[config.mk]
export PLATFORM = sky130hd
export DESIGN_NAME = eth_rx_cmd_ctrl
export DESIGN_NICKNAME = d
export VERILOG_FILES = /design/src/rtl/eth_rx_cmd_ctrl.sv
export SDC_FILE = /design/constraint.sdc
export NUM_CORES = 1
export LEC_CHECK = 0
export ABC_AREA = 1
export CAP_MARGIN = 20
export CORE_ASPECT_RATIO = 1.5
export CORE_MARGIN = 5
export CORE_UTILIZATION = 59
export CTS_BUF_LIST = sky130_fd_sc_hd__clkbuf_16
export DETAILED_ROUTE_END_ITERATION = 10
export PLACE_DENSITY = 0.85
export SYNTH_ARGS = -nofsm -noshare
export SYNTH_HDL_FRONTEND = slang
export SYNTH_SLANG_ARGS = --single-unit
export TNS_END_PERCENT = 1
[constraint.sdc]
create_clock -name clk125M -period 4.55 [get_ports clk125M]
set_input_delay 0.455 -clock clk125M [delete_from_list [all_inputs] [get_ports clk125M]]
set_output_delay 0.455 -clock clk125M [all_outputs]
set_load 0.1 [all_outputs]
[src/rtl/eth_rx_cmd_ctrl.sv]
// Receive-side command controller: parses 8-byte command frames from the UDP
// payload stream and turns them into start/stop requests, counting bad frames.
module eth_rx_cmd_ctrl #(
    parameter logic [7:0]  SYNC0     = 8'h55,
    parameter logic [7:0]  SYNC1     = 8'hA5,
    parameter logic [7:0]  CMD_START = 8'h01,
    parameter logic [7:0]  CMD_STOP  = 8'h02,
    parameter logic [31:0] MAX_NUM   = 32'h00FF_FFFF
) (
    input  logic        clk125M,
    input  logic        reset,
    input  logic        rx_data_valid,
    input  logic [7:0]  rx_data,
    input  logic        rx_pkt_done,
    input  logic        send_idle,
    output logic        restart_req,
    output logic [31:0] total_data_num,
    output logic        stop_req,
    output logic        start_pending,
    output logic [7:0]  cmd_err_cnt,
    output logic [2:0]  state_dbg
);

    typedef enum logic [2:0] {
        IDLE = 3'd0,
        SYNC = 3'd1,
        CMD  = 3'd2,
        NUM  = 3'd3,
        CHK  = 3'd4,
        TAIL = 3'd5,
        DROP = 3'd6
    } state_t;

    state_t      state, byte_state, next_state;
    logic [7:0]  cmd_reg, xor_acc;
    logic [31:0] num_reg;
    logic [1:0]  byte_cnt;
    logic        byte_err, done_err, exec_start, exec_stop, num_ok;

    // Handshake: restart_req is high in any cycle where start_pending and
    // send_idle are both high; the send controller takes it on the next edge,
    // and start_pending drops on that same edge, so each request fires once.
    assign restart_req = start_pending && send_idle;
    assign num_ok      = (num_reg != 32'd0) && (num_reg <= MAX_NUM);
    assign state_dbg   = state;

    always_ff @(posedge clk125M or posedge reset) begin
        if (reset) state <= IDLE;
        else       state <= next_state;
    end

    // The byte is applied first; end-of-packet then acts on the resulting state.
    always_comb begin
        byte_state = state;
        byte_err   = 1'b0;
        if (rx_data_valid) begin
            case (state)
                IDLE: begin
                    byte_state = (rx_data == SYNC0) ? SYNC : DROP;
                    byte_err   = (rx_data != SYNC0);
                end
                SYNC: begin
                    byte_state = (rx_data == SYNC1) ? CMD : DROP;
                    byte_err   = (rx_data != SYNC1);
                end
                CMD:  byte_state = NUM;
                NUM:  byte_state = (byte_cnt == 2'd3) ? CHK : NUM;
                CHK: begin
                    byte_state = (rx_data == xor_acc) ? TAIL : DROP;
                    byte_err   = (rx_data != xor_acc);
                end
                TAIL: begin
                    byte_state = DROP;
                    byte_err   = 1'b1;
                end
                DROP:    byte_state = DROP;
                default: byte_state = IDLE;
            endcase
        end

        next_state = byte_state;
        done_err   = 1'b0;
        exec_start = 1'b0;
        exec_stop  = 1'b0;
        if (rx_pkt_done) begin
            next_state = IDLE;
            case (byte_state)
                SYNC, CMD, NUM, CHK: done_err = 1'b1;
                TAIL: begin
                    if (cmd_reg == CMD_START && num_ok) exec_start = 1'b1;
                    else if (cmd_reg == CMD_STOP)       exec_stop  = 1'b1;
                    else                                done_err   = 1'b1;
                end
                default: done_err = 1'b0;
            endcase
        end
    end

    always_ff @(posedge clk125M or posedge reset) begin
        if (reset) begin
            cmd_reg  <= 8'd0;
            xor_acc  <= 8'd0;
            num_reg  <= 32'd0;
            byte_cnt <= 2'd0;
        end else if (rx_data_valid) begin
            case (state)
                CMD: begin
                    cmd_reg  <= rx_data;
                    xor_acc  <= rx_data;
                    byte_cnt <= 2'd0;
                end
                NUM: begin
                    num_reg  <= {num_reg[23:0], rx_data};
                    xor_acc  <= xor_acc ^ rx_data;
                    byte_cnt <= byte_cnt + 2'd1;
                end
                default: ;
            endcase
        end
    end

    always_ff @(posedge clk125M or posedge reset) begin
        if (reset) begin
            total_data_num <= 32'd0;
            start_pending  <= 1'b0;
            stop_req       <= 1'b0;
            cmd_err_cnt    <= 8'd0;
        end else begin
            stop_req <= exec_stop;
            if (exec_start) begin
                total_data_num <= num_reg;
                start_pending  <= 1'b1;
            end else if (exec_stop || restart_req) begin
                start_pending  <= 1'b0;
            end
            if ((byte_err || done_err) && cmd_err_cnt != 8'hFF)
                cmd_err_cnt <= cmd_err_cnt + 8'd1;
        end
    end

endmodule

==> results.ini <==
[run_status]
status = complete, no violations

[sta]
fmax_mhz = 381
period_share = 0.577
rsz0062_at_grt = false
finalSetupViolCount = 0
min_period_ns = 2.62
hold_slack_ns = 0.482
tns_ns = 0
maxSlewHeadroom = 0.328
drv_slew = 0
worst_slew_pin_slew_ns = 1.01
final_hold_viol_count = 0
skew_ns = 0.00418

[worst_setup_path]
crit_arrival_ns = 2.17
path_class = in2out
r2r_end = xor_acc[5]
endpoint = restart_req
startpoint = send_idle
cp-end-kind = output pin
r2r-start = state_dbg[1]
rrSetupSlack_ns = 2.14
startpoint_type = primary input
worstPathMaxFanout = 2
r2r_cells = 7
worstPathRequired_ns = 4.09

[clock_network]
numCtsBuffers = 9
postCtsSetupBuffers = 0
clock_path_buffers = 2
cts_tree = built
cts_resized = 0
cts_sinks = 95
clk_latency_ns = 0.34
htreeDepth = 3
ctsHoldBuffers = 0
clk_pin_slew_ns = 0.06
cts_root_buf = clkbuf_16

[global_route]
antenna_found_initial = 0
grt_pass1_vias = 3476
grt_overflow = 0
grt_first_pass_wirelength_um = 16200
grt_max_degree = 57
grtUsageTotal = 0.229

[floorplan]
die_area_um2 = 9160
start_util = 0.601
rows = 38
ios = 59
die_w_um = 79.9
die_h_um = 115
core_um2 = 7180

[routing]
first_iter_violations = 269
vias = 3560
drc = 0
wl_per_cell_um = 14.4
routed_via_density = 5.30
wl_um = 9670
drtPass1Iterations = 5
ant_nets = 0

[placement]
gpl.final_weighted_congestion = 0.911
dp_hpwl_um = 6940
place_area_um2 = 4970
io_buffers = 58

[synthesis]
yosysWarnings = 0
synthesis.area_um2 = 4320
synth-edff-count = 0
synth_area_leaders = dfrtp_1 55%, nand2_1 12%, inv_1 5.9%, o21ai_0 5.2%, nor2_1 3.9%
yosys.area.top_type = dfrtp_1
synth-main-ff-cell = dfrtp_1
synthArstFlopShare = 1.00
syn_avg_cell_area_um2 = 8.47
synth_top_cell_area_share = 0.551
synth_cell_types = 30
synth_fp_nets = 525
synthCells = 510
synth_seq_cells = 95
synth.most_common_cell = nand2_1
yosysSeqAreaShare = 0.551
ys_top_cells_by_count = 135 x nand2_1, 95 x dfrtp_1, 68 x inv_1, 45 x nor2_1, 45 x o21ai_0

[layout]
fin_nets = 582
multiInputGateArea_um2 = 1600
n_fill_cell = 530
syn_to_final_growth_pct = 21.1
ff_latch_area_um2 = 2380
drive_above_1_share = 0.0559
fin_area_um2 = 5230
final_util = 0.728
num_antenna_cells = 0

[pwr]
cellPowerDensity_nw_per_um2 = 497
p_leak_nw = 2.55
power_w = 0.00260
vdd_ir_drop_max_mv = 0.442

[job]
cap_violations = 0

[min_path]
min_path_type = reg2reg

[report_power, final]
group	switching [W]	total (W)	leakage [nW]	internal (W)
Combinational	0.000527	0.000755	1.22	0.000228
Clock	0.000295	0.000655	0.133	0.000360
Sequential	0.000147	0.00119	1.20	0.00104
Total	0.000969	0.00260	2.55	0.00163
[through the flow]
step	setup WS (ns)	cells
floorplan	1.62	510
global placement	1.81	656
detailed placement	1.66	656
CTS	1.91	672
global route	1.69	672
finish	1.93	672
[placed cells by master (no fill, tap or decap), drive strengths merged, types with 3 or more instances in the layout]
master	count
a21oi	3
clkbuf	9
clkdlybuf4s50	58
clkinv	5
dfrtp	95
inv	73
nand2	137
nand3	24
nand4	11
nor2	48
nor3	4
o21ai	70
o22ai	5
xnor2	9
xor2	8
[metal layers]
metal / global-route usage / vias to the layer above / part of all wire
met4: 0.0868 / 0 / 0.023
met1: 0.258 / 1696 / 0.38
met2: 0.422 / 109 / 0.56
met5: 0 / - / 0
met3: 0.0447 / 20 / 0.039
li1: - / 1735 / -
[worst min path at each step]
stage / from / to / cells after the start
6_report: byte_cnt[0] / byte_cnt[0] / 1
5_1_grt: total_data_num[11] / total_data_num[11] / 2
4_1_cts: total_data_num[19] / total_data_num[19] / 2
3_5_place_dp: total_data_num[19] / total_data_num[19] / 2
3_3_place_gp: cmd_reg[7] / cmd_reg[7] / 2
2_1_floorplan: cmd_reg[7] / cmd_reg[7] / 2
[critical path, stage by stage]
cell             delay (ns)
clkdlybuf4s50_1        0.48
nand2_1                0.05
inv_1                  0.05
clkdlybuf4s50_1        1.13
[cells by family after synthesis]
| family | count (synthesis) | share of synthesized area |
|---|---|---|
| flip-flops | 95 | 0.551 |
| AO/OA/AOI/OAI | 83 | 0.106 |
| multiplexers | 1 | 0.00232 |
| AND/OR/NAND/NOR | 226 | 0.221 |
| adder cells (fa/ha/maj) | 2 | 0.00579 |
| XOR/XNOR | 17 | 0.0345 |
| buffers and inverters | 86 | 0.0800 |
[layout make-up]
| type | instances | area share |
|---|---|---|
| clock inverter | 7 | 0.00622 |
| sequential | 95 | 0.455 |
| inverter | 72 | 0.0524 |
| clock buffer | 9 | 0.0431 |
| multi-input combinational | 329 | 0.306 |
| tap | 100 | 0.0239 |
| timing repair buffer | 60 | 0.114 |
(Power assumes the default switching activity.)
